[config.mk]
export PLATFORM = sky130hd
export DESIGN_NAME = acc_adder_tree
export DESIGN_NICKNAME = d
export VERILOG_FILES = /design/src/rtl/acc_adder_tree.sv
export SDC_FILE = /design/constraint.sdc
export NUM_CORES = 2
export LEC_CHECK = 0
export BUFFER_PORTS_ARGS = -buffer_cell sky130_fd_sc_hd__buf_4
export CELL_PAD_IN_SITES_DETAIL_PLACEMENT = 0
export CELL_PAD_IN_SITES_GLOBAL_PLACEMENT = 1
export CORE_ASPECT_RATIO = 1.75
export CORE_MARGIN = 2
export CORE_UTILIZATION = 40
export DETAILED_ROUTE_END_ITERATION = 10
export GPL_TIMING_DRIVEN = 0
export PLACE_DENSITY_LB_ADDON = 0.1
export SLEW_MARGIN = 10
export SYNTH_ARGS = -nofsm -noshare
export SYNTH_HDL_FRONTEND = slang
export SYNTH_SLANG_ARGS = --single-unit
[constraint.sdc]
create_clock -name clk -period 8.2 [get_ports clk]
set_input_delay 0.41 -clock clk [delete_from_list [all_inputs] [get_ports clk]]
set_output_delay 0.41 -clock clk [all_outputs]
set_load 0.1 [all_outputs]
[src/rtl/acc_adder_tree.sv]
// acc_adder_tree: pipelined signed adder tree with per-lane masking, valid
// tracking, multi-beat accumulation and a rounded, saturated result.
// Beats are reduced by a binary tree, folded into an accumulator across a
// group, and the closing beat is requantised (round half up, then clip).
module acc_adder_tree #(
  parameter int DATA_W      = 16,
  parameter int DATA_N      = 32,
  parameter int LVL_PER_STG = 1,
  parameter int ACC_W       = 32,
  parameter int OUT_W       = 16,
  parameter int SH_W        = 5
) (
  input  logic                           clk,
  input  logic                           rst_n,
  input  logic                           in_valid,
  input  logic                           in_first,
  input  logic                           in_last,
  input  logic [DATA_N-1:0]              in_mask,
  input  logic [DATA_N-1:0][DATA_W-1:0]  vec,
  input  logic [SH_W-1:0]                shift,
  output logic                           out_valid,
  output logic signed [OUT_W-1:0]        out_sum,
  output logic                           out_sat,
  output logic                           out_drop
);

  localparam int L      = $clog2(DATA_N);
  localparam int TREE_W = DATA_W + L;
  localparam int NSTG   = (L + LVL_PER_STG - 1) / LVL_PER_STG;

  localparam logic signed [ACC_W:0] OUT_MAX = (ACC_W+1)'((64'sd1 <<< (OUT_W - 1)) - 64'sd1);
  localparam logic signed [ACC_W:0] OUT_MIN = -OUT_MAX - (ACC_W+1)'(1);

  // Operand count remaining after a given number of pairwise levels.
  function automatic int lvl_cnt(input int lvl);
    int n;
    n = DATA_N;
    for (int k = 0; k < lvl; k++) n = (n + 1) / 2;
    return n;
  endfunction

  typedef struct packed {
    logic            valid;
    logic            first;
    logic            last;
    logic [SH_W-1:0] sh;
  } ctl_t;

  // ---------------------------------------------------------------- control
  ctl_t ctl_d [0:NSTG];
  ctl_t ctl_q [0:NSTG];

  // Control fields ride one slot per pipeline register, in lockstep with data.
  always_comb begin
    ctl_d[0].valid = in_valid;
    ctl_d[0].first = in_first;
    ctl_d[0].last  = in_last;
    ctl_d[0].sh    = shift;
    for (int s = 1; s <= NSTG; s++) ctl_d[s] = ctl_q[s-1];
  end

  // Control pipeline register; clearing valids on reset drops in-flight beats.
  // NOTE: sequential state uses non-blocking (<=) so every flop samples the
  // pre-edge value of its neighbours regardless of evaluation order.
  always_ff @(posedge clk or negedge rst_n) begin
    if (!rst_n) begin
      for (int s = 0; s <= NSTG; s++) ctl_q[s] <= '0;
    end else begin
      ctl_q <= ctl_d;
    end
  end

  // ---------------------------------------------------------------- tree
  logic signed [TREE_W-1:0] lane_d [DATA_N];

  // Mask and sign-extend each lane ahead of the input register.
  always_comb begin
    for (int i = 0; i < DATA_N; i++)
      lane_d[i] = in_mask[i] ? TREE_W'($signed(vec[i])) : '0;
  end

  for (genvar l = 0; l <= L; l++) begin : g_lvl
    localparam int CNT = lvl_cnt(l);
    logic signed [TREE_W-1:0] node [CNT];

    if (l == 0) begin : g_in
      logic signed [TREE_W-1:0] node_q [CNT];
      // Input lane register.
      // NOTE: data flops carry no reset; nothing downstream looks at them
      // unless the matching valid bit, which is reset, says so.
      always_ff @(posedge clk) node_q <= lane_d;
      assign node = node_q;
    end else begin : g_red
      localparam int  PCNT   = lvl_cnt(l - 1);
      localparam bit  IS_REG = ((l % LVL_PER_STG) == 0) || (l == L);
      logic signed [TREE_W-1:0] sum_d [CNT];

      // Pairwise add; an odd leftover operand passes through unchanged.
      for (genvar i = 0; i < CNT; i++) begin : g_op
        if (2 * i + 1 < PCNT) begin : g_add
          assign sum_d[i] = g_lvl[l-1].node[2*i] + g_lvl[l-1].node[2*i+1];
        end else begin : g_pass
          assign sum_d[i] = g_lvl[l-1].node[2*i];
        end
      end

      if (IS_REG) begin : g_reg
        logic signed [TREE_W-1:0] node_q [CNT];
        // Stage register closing a group of LVL_PER_STG levels.
        always_ff @(posedge clk) node_q <= sum_d;
        assign node = node_q;
      end else begin : g_comb
        assign node = sum_d;
      end
    end
  end

  logic signed [TREE_W-1:0] tree_sum;
  assign tree_sum = g_lvl[L].node[0];

  // ---------------------------------------------------------------- accumulator
  ctl_t                    top;
  logic signed [ACC_W-1:0] tree_ext;
  logic signed [ACC_W-1:0] acc_d, acc_q;
  logic                    open_d, open_q;
  logic                    drop_d, drop_q;
  logic                    fin_d, fin_q;
  logic [SH_W-1:0]         fin_sh_d, fin_sh_q;

  assign top      = ctl_q[NSTG];
  assign tree_ext = ACC_W'(tree_sum);

  // Fold a valid beat into the group; a first beat (or a stray continuation
  // with no open group) restarts it, abandoning any open partial sum.
  // NOTE: every always_comb output gets a default first so no path leaves it
  // unassigned, which would otherwise infer a latch.
  always_comb begin
    acc_d    = acc_q;
    open_d   = open_q;
    drop_d   = 1'b0;
    fin_d    = 1'b0;
    fin_sh_d = fin_sh_q;
    if (top.valid) begin
      if (top.first || !open_q) acc_d = tree_ext;
      else                      acc_d = acc_q + tree_ext;
      drop_d   = top.first && open_q;
      open_d   = !top.last;
      fin_d    = top.last;
      fin_sh_d = top.sh;
    end
  end

  // Accumulator and group state.
  always_ff @(posedge clk or negedge rst_n) begin
    if (!rst_n) begin
      acc_q    <= '0;
      open_q   <= 1'b0;
      drop_q   <= 1'b0;
      fin_q    <= 1'b0;
      fin_sh_q <= '0;
    end else begin
      acc_q    <= acc_d;
      open_q   <= open_d;
      drop_q   <= drop_d;
      fin_q    <= fin_d;
      fin_sh_q <= fin_sh_d;
    end
  end

  // ---------------------------------------------------------------- output
  logic [31:0]              sh_amt;
  logic signed [ACC_W:0]    acc_x, rnd, rsum, res;
  logic signed [OUT_W-1:0]  sat_val;
  logic                     sat_flag;
  logic                     out_valid_d, out_valid_q;
  logic signed [OUT_W-1:0]  out_sum_d, out_sum_q;
  logic                     out_sat_d, out_sat_q;

  // Round half up in ACC_W+1 bits so the bias add cannot wrap, then clip.
  always_comb begin
    sh_amt   = 32'(fin_sh_q);
    acc_x    = (ACC_W+1)'(acc_q);
    rnd      = '0;
    rsum     = acc_x;
    res      = acc_x;
    if (sh_amt >= 32'(ACC_W)) begin
      res = acc_q[ACC_W-1] ? '1 : '0;
    end else if (sh_amt != 32'd0) begin
      rnd  = (ACC_W+1)'(1) << (sh_amt - 32'd1);
      rsum = acc_x + rnd;
      res  = rsum >>> sh_amt;
    end
    sat_val  = res[OUT_W-1:0];
    sat_flag = 1'b0;
    if (res > OUT_MAX) begin
      sat_val  = OUT_MAX[OUT_W-1:0];
      sat_flag = 1'b1;
    end else if (res < OUT_MIN) begin
      sat_val  = OUT_MIN[OUT_W-1:0];
      sat_flag = 1'b1;
    end
    out_valid_d = fin_q;
    out_sum_d   = fin_q ? sat_val  : out_sum_q;
    out_sat_d   = fin_q ? sat_flag : out_sat_q;
  end

  // Output register.
  always_ff @(posedge clk or negedge rst_n) begin
    if (!rst_n) begin
      out_valid_q <= 1'b0;
      out_sum_q   <= '0;
      out_sat_q   <= 1'b0;
    end else begin
      out_valid_q <= out_valid_d;
      out_sum_q   <= out_sum_d;
      out_sat_q   <= out_sat_d;
    end
  end

  assign out_valid = out_valid_q;
  assign out_sum   = out_sum_q;
  assign out_sat   = out_sat_q;
  assign out_drop  = drop_q;

endmodule

==> run_results.csv <==
group,metric,value,unit
setup_path,reg2reg_from,"fin_sh_q[1]",
die,die_y,500,microns
drt,ant_nets,0,
setup_path,criticalPathCategory,"reg2reg",
finish,final_layout_size_suffix_gt1_share,12.5,%
die,dieArea,144000,sq um
timing,max_freq,0.126,GHz
drt,drt-total-wl,169000,microns
synth,synth-edff-count,0,
drt,wl_met3,5710,microns
timing,relSlewSlack,33.1,%
timing,rsz0062_at_grt,"no",
setup_path,endpoint,"out_sat",
placement,hpwl,136000,microns
timing,clock_skew,0.0530,ns
placement,placed_cells,8429,
drt,drt-vias-per-instance,4.96,
setup_path,reg2reg_depth,27,
global_routing,grt_first_pass_wirelength,259000,microns
synth,synth_common_cells,"dfxtp_1 (1065), ha_1 (586), and2_1 (542)",
synth,syn_avg_cell_area,9.36,sq um
drt,vias,46349,
finish,instances_no_fill,9349,
clocking,h-tree-depth,3,
finish,area_growth,31.6,%
timing,finalCritPeriodShare,97.1,%
setup_path,critPathMaxStageDelay,0.47,ns
clocking,cts_tree,"done",
finish,finalCoreUtilization,52.9,%
drt,drc_errors,0,
worst_hold_path,hp-class,"in2reg",
die,start_util,40.2,%
global_routing,grt_pass1_vias,48782,
clocking,ctsRootBufferMaster,"clkbuf_16",
placement,portBuffers,572,
timing,hold_viol_final,0,
drt,topRoutingLayerUsed,"met5",
die,core,140000,sq um
synth,syn_nets,7190,
setup_path,worst-path-stages,27,
synth,yosysTopAreaCellShare,37.9,%
drt,drt_iter0_drc,1723,
clocking,numClockSinks,1171,
power_and_ir_drop,p_per_area,310,nW/um^2
setup_path,path_buf_inv,7,
timing,post-route-min-period,7.96,ns
global_routing,grt_max_degree,107,
setup_path,critPathLaunch,"fin_sh_q[1]",
synth,syn-cell-area,56300,sq um
synth,yosys.area.top_type,"dfxtp_1",
synth,synth_warnings,0,
synth,syn_inst,6017,
clocking,clk_latency,0.73,ns
timing,setup_viol,0,
placement,gp_congestion,0.951,
status,outcome,"complete, no violations",
setup_path,path_common_cell,"inv_1",
setup_path,end_kind,"register",
setup_path,crit_required,8.82,ns
synth,yosys_most_used_dff,"dfxtp_1",
global_routing,grt_use_total,23.4,%
timing,worst_slew_pin_slew,1.00,ns
power_and_ir_drop,ir_worst_vdd,0.198,mV
drt,firstDrtPassIters,7,
synth,yosysUniqueCellTypes,121,
job,max_cap_viol_count,0,
synth,yosysMostFrequentCell,"dfxtp_1",
synth,async_flop_share,9.05,%
setup_path,r2r_slack,0.24,ns
drt,dr_wl_met2,93900,microns
global_routing,antenna_found_initial,21,
setup_path,r2r_end,"out_sat",
clocking,numCtsBuffers,111,
synth,ys_seq_elements,1171,
synth,synth.top_cells.by_area,"dfxtp_1 (38%), ha_1 (13%), and2_1 (6.0%)",
finish,nets,8573,
synth,yosysSeqAreaShare,42.6,%
die,row_count,182,
die,die-width,288,microns
clocking,clock_path_buffers,3,
clocking,clkSlewWorstSetupHoldPaths,0.07,ns
drt,post_drt_wl_per_cell,18.1,microns
drt,wl_met1,59500,microns
power_and_ir_drop,p_leak,0.0337,uW
setup_path,slowest_stage,"dfrtp_1",
setup_path,cp_max_fo,10,
global_routing,gr-total-overflow,0,
die,pin_count,573,
setup_path,startpoint_type,"register",
setup_path,crit_family,"compound AO/OA/AOI/OAI gates",
timing,maxSlewViolCount,0,
setup_path,crit_arrival,8.58,ns
## layer usage
metal | up-vias | global-route usage (%)
met3 | 408 | 2.93
met4 | 6 | 13.0
met5 | - | 0
li1 | 23472 | -
met2 | 1002 | 47.3
met1 | 21461 | 22.0
## through the flow
step | TNS, ns | cell area, sq um | power (uW) | hold WS, ns | setup slack, ns
after CTS | 0 | 74000 | 23200 | 0.00274 | 0.0129
final | 0 | 74100 | 23000 | 0.0436 | 0.236
after global routing | 0 | 74000 | 24600 | 0.0223 | 0.0105
after floorplan | 0 | 56300 | 14500 | 0.114 | 1.76
after global placement | -34.21 | 62900 | 17300 | 0.331 | -2.25
after detailed placement | -27.28 | 62900 | 17300 | 0.335 | -1.81
## cells in the final DEF, fill, tap and decap left out, drive strengths merged, types with 35 or more instances in the layout
cell type    synthesis  routed
a211oi              50      50
a21boi             132     132
a21o                95      95
a21oi              374     374
a31oi               68      68
and2               545     545
buf                 32     603
clkbuf              80     230
dfrtp              106     106
dfxtp             1065    1065
dlygate4sd3          0     698
ha                 586     586
inv                467     477
mux2i               38      38
nand2              352     352
nand3               88      88
nor2               510     510
nor2b               52      52
nor3                98      98
nor4                38      38
o21ai              451     451
o221ai              35      35
or3                 43      43
xnor2              263     263
xor2                64      64
## state kept, by name, indices dropped and copies added (netlist names)
name,cells
acc_q,32
ctl_d,40
ctl_q,8
fin_q,1
fin_sh_q,5
g_lvl.g_in.node_q,512
g_lvl.g_red.g_reg.node_q,553
open_q,1
out_drop,1
out_sat,1
out_sum,16
out_valid,1
## kinds of logic (layout without fill, tap and decap cells)
family                   count (synthesis)  in the layout  synth area share, %
AO/OA/AOI/OAI                         1449           1449                 16.6
XOR/XNOR                               327            327                 5.10
adder cells (fa/ha/maj)                619            619                 14.2
buffers and inverters                  582           2058                 4.18
flip-flops                            1171           1171                 42.6
multiplexers                            52             52                 1.10
other                                    0             16                    0
AND/OR/NAND/NOR                       1817           1817                 16.2
## power by group
part | internal [uW] | switching (uW)
clock network | 3180 | 2320
logic | 4190 | 5590
registers | 6970 | 722
total | 14300 | 8630
## worst min path at each step
stage,cells after the start,start,to
floorplan,0,rst_n,acc_q[0]
global placement,0,ctl_d[16],ctl_d[8]
detailed placement,0,ctl_d[18],ctl_d[10]
CTS,2,in_mask[24],g_lvl[0].g_in.node_q[161]
global route,2,in_mask[10],g_lvl[0].g_in.node_q[442]
finish,2,in_mask[10],g_lvl[0].g_in.node_q[442]
## area by class of cell
class / instances / area, sq um
antenna: 16 / 40.0
buffer: 111 / 609
clock buffer: 149 / 3130
clock inverter: 57 / 821
fill: 12652 / 66000
inverter: 470 / 1770
multi-input combinational: 4264 / 30100
sequential: 1171 / 24000
tap: 1840 / 2300
timing repair buffer: 1271 / 11300
## repair_timing
action / 4_1_cts / 5_1_grt
pin swaps: 1 / 1
setup buffers: 1 / 0
endpoints found under the hold margin: 626 / 0
gates resized for setup: 26 / 20
hold buffers: 698 / 0
setup endpoints to repair: 16 / 16
Power figures use the tool's default switching activity.
